<file path="config.mk">
export PLATFORM = sky130hd
export DESIGN_NAME = svi_edge_window_counter
export DESIGN_NICKNAME = d
export VERILOG_FILES = /design/src/rtl/svi_edge_window_counter.sv
export SDC_FILE = /design/constraint.sdc
export NUM_CORES = 1
export LEC_CHECK = 0
export ABC_CLOCK_PERIOD_IN_PS = 1300
export CAP_MARGIN = 20
export CORE_MARGIN = 5
export CORE_UTILIZATION = 47
export DETAILED_ROUTE_END_ITERATION = 12
export GPL_TIMING_DRIVEN = 0
export PLACE_DENSITY = 0.75
export SLEW_MARGIN = 30
export SYNTH_ARGS = -nofsm -noshare
export SYNTH_HDL_FRONTEND = slang
export SYNTH_SLANG_ARGS = --single-unit
export TNS_END_PERCENT = 30
</file>
<file path="constraint.sdc">
create_clock -name i_clk -period 1.3 [get_ports i_clk]
set_input_delay 0.13 -clock i_clk [delete_from_list [all_inputs] [get_ports i_clk]]
set_output_delay 0.13 -clock i_clk [all_outputs]
set_load 0.1 [all_outputs]
</file>
<file path="src/rtl/svi_edge_window_counter.sv">
// Counts rising edges of the asynchronous latch output y over fixed windows of i_clk cycles
// and publishes each window's count over valid/ready. Define SVI_EDGE_WINDOW_COUNTER_SYNC2_EN for a 2-flop synchronizer.
module svi_edge_window_counter #(
  parameter int unsigned WIDTH  = 8,
  parameter int unsigned WINDOW = 16
) (
  input  logic             i_clk,
  input  logic             i_arst,
  input  logic             i_en,
  input  logic             i_y,
  output logic             o_level,
  output logic             o_valid,
  input  logic             i_ready,
  output logic [WIDTH-1:0] o_count,
  output logic             o_overflow
);

  localparam int unsigned TW = (WINDOW > 2) ? $clog2(WINDOW) : 1;
  localparam logic [TW-1:0]    TLAST = TW'(WINDOW - 1);
  localparam logic [WIDTH-1:0] CMAX  = '1;

  typedef enum logic {
    IDLE = 1'b0,
    RUN  = 1'b1
  } state_e;

  state_e           state_q, state_d;
  logic [TW-1:0]    timer_q, timer_d;
  logic [WIDTH-1:0] acc_q, acc_d;
  logic [WIDTH-1:0] count_q, count_d;
  logic             valid_q, valid_d;
  logic             ovf_q, ovf_d;
  logic             sync1_q, sync1_d;
  logic             s_d_q, s_d_d;
  logic             s;

`ifdef SVI_EDGE_WINDOW_COUNTER_SYNC2_EN
  logic             sync2_q, sync2_d;
  assign s = sync2_q;
`else
  assign s = sync1_q;
`endif

  logic             rise;
  logic             acc_sat;
  logic             win_end;
  logic [WIDTH-1:0] report;

  assign rise    = s & ~s_d_q;
  assign acc_sat = (acc_q == CMAX);
  assign win_end = (state_q == RUN) && (timer_q == TLAST);
  // A rise in the terminal cycle still belongs to the closing window
  assign report  = (rise && !acc_sat) ? acc_q + WIDTH'(1) : acc_q;

  always_comb begin
    sync1_d = i_y;
`ifdef SVI_EDGE_WINDOW_COUNTER_SYNC2_EN
    sync2_d = sync1_q;
`endif
    s_d_d   = s;
    state_d = state_q;
    timer_d = timer_q;
    acc_d   = acc_q;
    valid_d = valid_q;
    count_d = count_q;
    ovf_d   = ovf_q;

    case (state_q)
      IDLE: begin
        timer_d = '0;
        acc_d   = '0;
        if (i_en) state_d = RUN;
      end
      RUN: begin
        if (win_end) begin
          timer_d = '0;
          acc_d   = '0;
        end else begin
          timer_d = timer_q + TW'(1);
          if (rise && !acc_sat) acc_d = acc_q + WIDTH'(1);
        end
        // Dropping enable discards the partial window
        if (!i_en) begin
          state_d = IDLE;
          timer_d = '0;
          acc_d   = '0;
        end
      end
      default: state_d = IDLE;
    endcase

    // Report publication: load when the slot is free or being drained, otherwise drop
    if (win_end) begin
      if (!valid_q || i_ready) begin
        count_d = report;
        valid_d = 1'b1;
      end else begin
        ovf_d = 1'b1;
      end
    end else if (valid_q && i_ready) begin
      valid_d = 1'b0;
    end
  end

  always_ff @(posedge i_clk or posedge i_arst) begin
    if (i_arst) begin
      sync1_q <= 1'b0;
`ifdef SVI_EDGE_WINDOW_COUNTER_SYNC2_EN
      sync2_q <= 1'b0;
`endif
      s_d_q   <= 1'b0;
      state_q <= IDLE;
      timer_q <= '0;
      acc_q   <= '0;
      valid_q <= 1'b0;
      count_q <= '0;
      ovf_q   <= 1'b0;
    end else begin
      sync1_q <= sync1_d;
`ifdef SVI_EDGE_WINDOW_COUNTER_SYNC2_EN
      sync2_q <= sync2_d;
`endif
      s_d_q   <= s_d_d;
      state_q <= state_d;
      timer_q <= timer_d;
      acc_q   <= acc_d;
      valid_q <= valid_d;
      count_q <= count_d;
      ovf_q   <= ovf_d;
    end
  end

  assign o_level    = s;
  assign o_valid    = valid_q;
  assign o_count    = count_q;
  assign o_overflow = ovf_q;

endmodule

</file>
* After elaboration in Yosys (flattened, before gate mapping)
Cells that the tools add are included.
** Operators by class
- Mux-type cells :: 11
- Bitwise operators :: 4
- Equal/unequal tests :: 3
- $add $sub $neg :: 2
- Reductions and logical operators :: 10
** Operator list (count)
- 8-bit two-way mux :: 3
- 8-bit case mux with 2 select lines :: 1
- 8-bit by 1-bit adder with 8-bit output (second input constant) :: 1
- 8-bit equality test (second input constant) :: 1
- 4-bit two-way mux :: 2
- 4-bit case mux with 2 select lines :: 1
- 2-bit AND reduction :: 3
- 4-bit by 1-bit adder with 4-bit output (second input constant) :: 1
- 4-bit equality test (second input constant) :: 1
- 1-bit two-way mux :: 4
- 1-bit logical AND :: 3
- 1-bit NOT :: 3
- 1-bit zero test :: 2
- 2-bit by 1-bit inequality test with 1-bit output (second input constant) :: 1
- 2-bit nonzero test :: 1
- 1-bit AND :: 1
- 1-bit logical OR :: 1
** Word-level totals
- Logic and storage cells :: 38
- Input bits :: 5
- Output and inout bits :: 11
- Register bits after elaboration :: 25

* Depth between registers and ports, before layout
- Depth after elaboration :: 7
- Mapped depth :: 6
- Mapped depth without buffers :: 5

* Worst setup path before layout
No wires, ideal clock.
- Kind :: reg2reg
- From :: register sync1_q (netlist: o_level)
- To :: register count_q[5] (netlist: o_count[5])
- Cell stages (with the launch flop) :: 5
- Clock period less this slack :: 1.850 ns
- Data arrival time :: 1.723 ns
- Slack :: -0.550 ns
- Path through :: dfrtp_1 > and4b_1 > and4_1 > o211a_1 > o31ai_2
** On the way
- Longest elaborated chain between the ends :: 3
** RTL lines
- from (decl) :: line 33 : logic sync1_q, sync1_d;
- from (signal assigned) :: line 119 : sync1_q <= sync1_d;
- 1-bit AND :: line 49 : assign rise = s & ~s_d_q;
- 1-bit logical AND :: line 53 : assign report = (rise && !acc_sat) ? acc_q + WIDTH'(1) : acc_q;
- 8-bit two-way mux
- to (signal assigned) :: line 128 : count_q <= count_d;
- to (decl) :: line 30 : logic [WIDTH-1:0] count_q, count_d;
Every way passes these cells.
A chain may end at the register's enable or synchronous reset.

* Final worst setup path
- From :: register acc_q[1]
- To :: register count_q[5] (netlist: o_count[5])
** On the way
- Longest elaborated chain between the ends :: 4
- Elaborated cells on any way between the ends :: 5
- Those cells by class :: add/sub: 1; eq/ne: 1; mux: 1; reduce/logical: 2
** RTL lines
- from (decl) :: line 29 : logic [WIDTH-1:0] acc_q, acc_d;
- from (signal assigned) :: line 114 : acc_q <= '0;
- from (signal assigned) :: line 126 : acc_q <= acc_d;
- branches (longest 3 deep; another with 8-bit by 1-bit adder with 8-bit output)
- 8-bit two-way mux *
Every way passes the cells marked *.

==> summary.txt <==
Global route
  – Remaining Overflow, GRT: 0
  – Initial antenna violation count: 0
  – Met2 Use GR: 27.3%
  – Largest net degree at the start of global routing: 26
  – Vias in the first global route: 869
  – Met1 Usage GRT: between 10% and 20%
  – Total Routing Usage GR: 14.9%
  – First-pass GRT wire length: 3890 µm
  – Met3 Usage GRT: 2.41%
  – Top Usage Layer GRT: met2

Clock tree
  – CTS Buffer Depth: 2
  – CTS buffer count: 3
  – TritonCTS clock tree: built
  – Clock latency on the worst-skew pair: about 0.32 ns
  – Hold Buf Count CTS: 0
  – Clk sinks: 25
  – H-tree depth: 1
  – Clock slew at reported path FFs: 0.14 ns
  – Clk root buf: clkbuf_4

Critical path
  – Worst r2r src: acc_q[1]$_DFF_PP0_
  – Reg2Reg Depth: 5
  – RR Endpoint: o_count[5]$_DFFE_PP0P_
  – Kind of start point of the critical path: flop
  – CP Class: flop to flop
  – Req. time, crit path: ~1.5 ns
  – CP Capture Type: flop
  – Crit-path max FO: 3
  – Crit path DAT: ~1.7 ns
  – Critical path launch point: acc_q[1]$_DFF_PP0_
  – Reg2Reg Setup Slack: -0.12 ns

Placement
  – DP Cell Count: 140
  – Placer Congestion: 0.802
  – Setup WS pre-CTS: -0.376 ns
  – IO buf count: 15
  – DP Area: 1300 µm²
  – HPWL after DPL: 1510 µm

Pwr
  – Max VDD drop: about 0.6 mV
  – LEAKAGE: 0.647 nW
  – Power consumption: 1.22 mW
  – Pwr Density: 878 nW/µm²

Final layout
  – Commonest non-fill, non-tap cell in the layout: dfrtp_1
  – Non-filler cells, final: 151
  – Antenna diodes: 0
  – Nets: 131
  – Core Util, Final: 62.1%
  – Area Overhead vs Synth: 25.7%
  – Finished Cell Area: between 1000 and 1500 µm²
  – Most frequent cells in the layout: 23 x dfrtp_1, 13 x nand2_1, 12 x nor2_1, 8 x buf_4, 7 x clkbuf_4
  – Share of layout cells above drive strength 1: 31.7%

Floorplan
  – # rows: 17
  – Die Span X: between 50 and 60 µm
  – I/O pins: 16
  – Core ar.: 2230 µm²
  – Starting Density: 49.4%
  – Vert. Die Dim: 58.5 µm
  – Die area: 3420 µm²

Yosys
  – Post-Syn Instances: 97
  – Post-synth top area cell: dfrtp_1
  – YS warnings: 0
  – Post-synth ARST share: 100%
  – #FFs+latches synth: 25
  – Sequential area share after synthesis: 56.7%
  – Post-synth EDFFs: 0
  – Syn nets: 104
  – Mean Syn Cell Area: 11.4 µm²
  – Top FF cell, synth: dfrtp_1
  – Area share of the largest cell type after synthesis: a little under three fifths
  – Synth cell types: 29
  – Area contributors post-synth: dfrtp_1 57%, nand2_1 4.4%, nor2_1 4.1%
  – Synthesized cell area: between 1000 and 1500 µm²

Route
  – Routed len/inst: 14.5 µm
  – Iter 0 DRT Violations: 16
  – DR vias: 820
  – Antenna Violating Nets Remaining: 0
  – DR pass1 iterations: 4
  – Vias/cell: 5.43
  – # DRC: 0
  – Drt total wl: 2190 µm

Status
  – Failing checks: negative setup slack
  – Status: finished with violations

STA
  – Max frequency: 706 MHz
  – Final-report hold violation count: 0
  – Period utilisation layout: 109%
  – RSZ-0062 raised after global routing: yes
  – Final slew viol count: 0
  – Slew @ Worst Pin: 0.505 ns
  – Final setup violation count: 14
  – Max-Slew Margin vs Limit: roughly two thirds
  – Clock Skew: between 0.002 and 0.003 ns
  – Worst setup slack after layout: -0.116 ns
  – Crit path time final: 1.42 ns

Job
  – Max_cap viols: 0

Min path
  – Hold Path Class: input port to asynchronous set/reset pin
[how the worst max path moves through the flow]
stage                             end  slack (ns)  depth (start not counted)
2_1_floorplan  o_count[5]$_DFFE_PP0P_       -0.15                          4
3_3_place_gp                  o_level       -0.37                          1
3_5_place_dp                  o_level       -0.38                          1
4_1_cts        o_count[5]$_DFFE_PP0P_       -0.11                          5
5_1_grt        o_count[3]$_DFFE_PP0P_       -0.22                          5
6_report       o_count[5]$_DFFE_PP0P_       -0.12                          5
[registers in the layout, summed over array words and instances, names as in the netlist]
register	flops
acc_q	8
o_count	8
timer_q	4
o_level	1
o_overflow	1
o_valid	1
s_d_q	1
state_q	1
[critical path, cell delays in order (launching register included)]
cell     delay, ns
dfrtp_1       0.44
buf_6         0.13
and4b_1       0.22
and4_1        0.23
o211a_1       0.15
o31ai_2       0.17
[cells in the mapped netlist (all sizes together), types with 2 or more instances]
cell / count
nor2b: 2
nor2: 12
nor3: 2
and3: 3
nand4: 3
nand3: 5
nand2b: 4
mux2i: 4
dfrtp: 25
nand2: 13
ha: 2
o21ai: 7
xor2: 4
[layer usage]
layer | wire length (µm) | vias up
met1 | 891 | 408
met5 | 0 | -
li1 | - | 390
met2 | 1190 | 16
met4 | 46 | 0
met3 | 69 | 6
[report_power, final]
| group | switching (mW) | internal [mW] |
|---|---|---|
| Combinational | 0.0455 | 0.0262 |
| Clock | 0.234 | 0.115 |
| Sequential | 0.0101 | 0.788 |
[cell type report]
| type | count | area (µm²) |
|---|---|---|
| Fill cell | 195 | 846 |
| Sequential cell | 25 | 633 |
| Multi-Input combinational cell | 70 | 510 |
| Timing Repair Buffer | 22 | 166 |
| Tap cell | 28 | 35.0 |
| Clock buffer | 3 | 22.5 |
| Buffer | 1 | 11.3 |
| Clock inverter | 1 | 5.00 |
| Inverter | 1 | 3.75 |
[logic make-up (layout without fill, tap and decap cells)]
family,count (synthesis),in the layout,share of synthesized area (%)
compound gates,14,14,9.64
mux,4,4,3.63
simple gates,46,46,23.8
fa+ha+maj,2,2,2.27
buf+inv,2,28,0.793
flops,25,25,56.7
xor+xnor,4,4,3.17
[timing repair]
item / CTS / global route
hold endpoints to repair: 0 / 0
setup buffers: 5 / 2
pin swaps: 6 / 5
setup endpoints to repair: 29 / 20
cloned: 0 / 0
gates resized for setup: 66 / 5
[metrics by stage]
step                      setup TNS [ns]  hold slack (ns)
final                             -0.658            0.139
after global routing               -2.09            0.173
after CTS                         -0.662            0.227
after detailed placement           -5.80            0.452
after global placement             -5.03            0.451
after floorplan                   -0.650            0.157
Power figures use the tool's default switching activity.
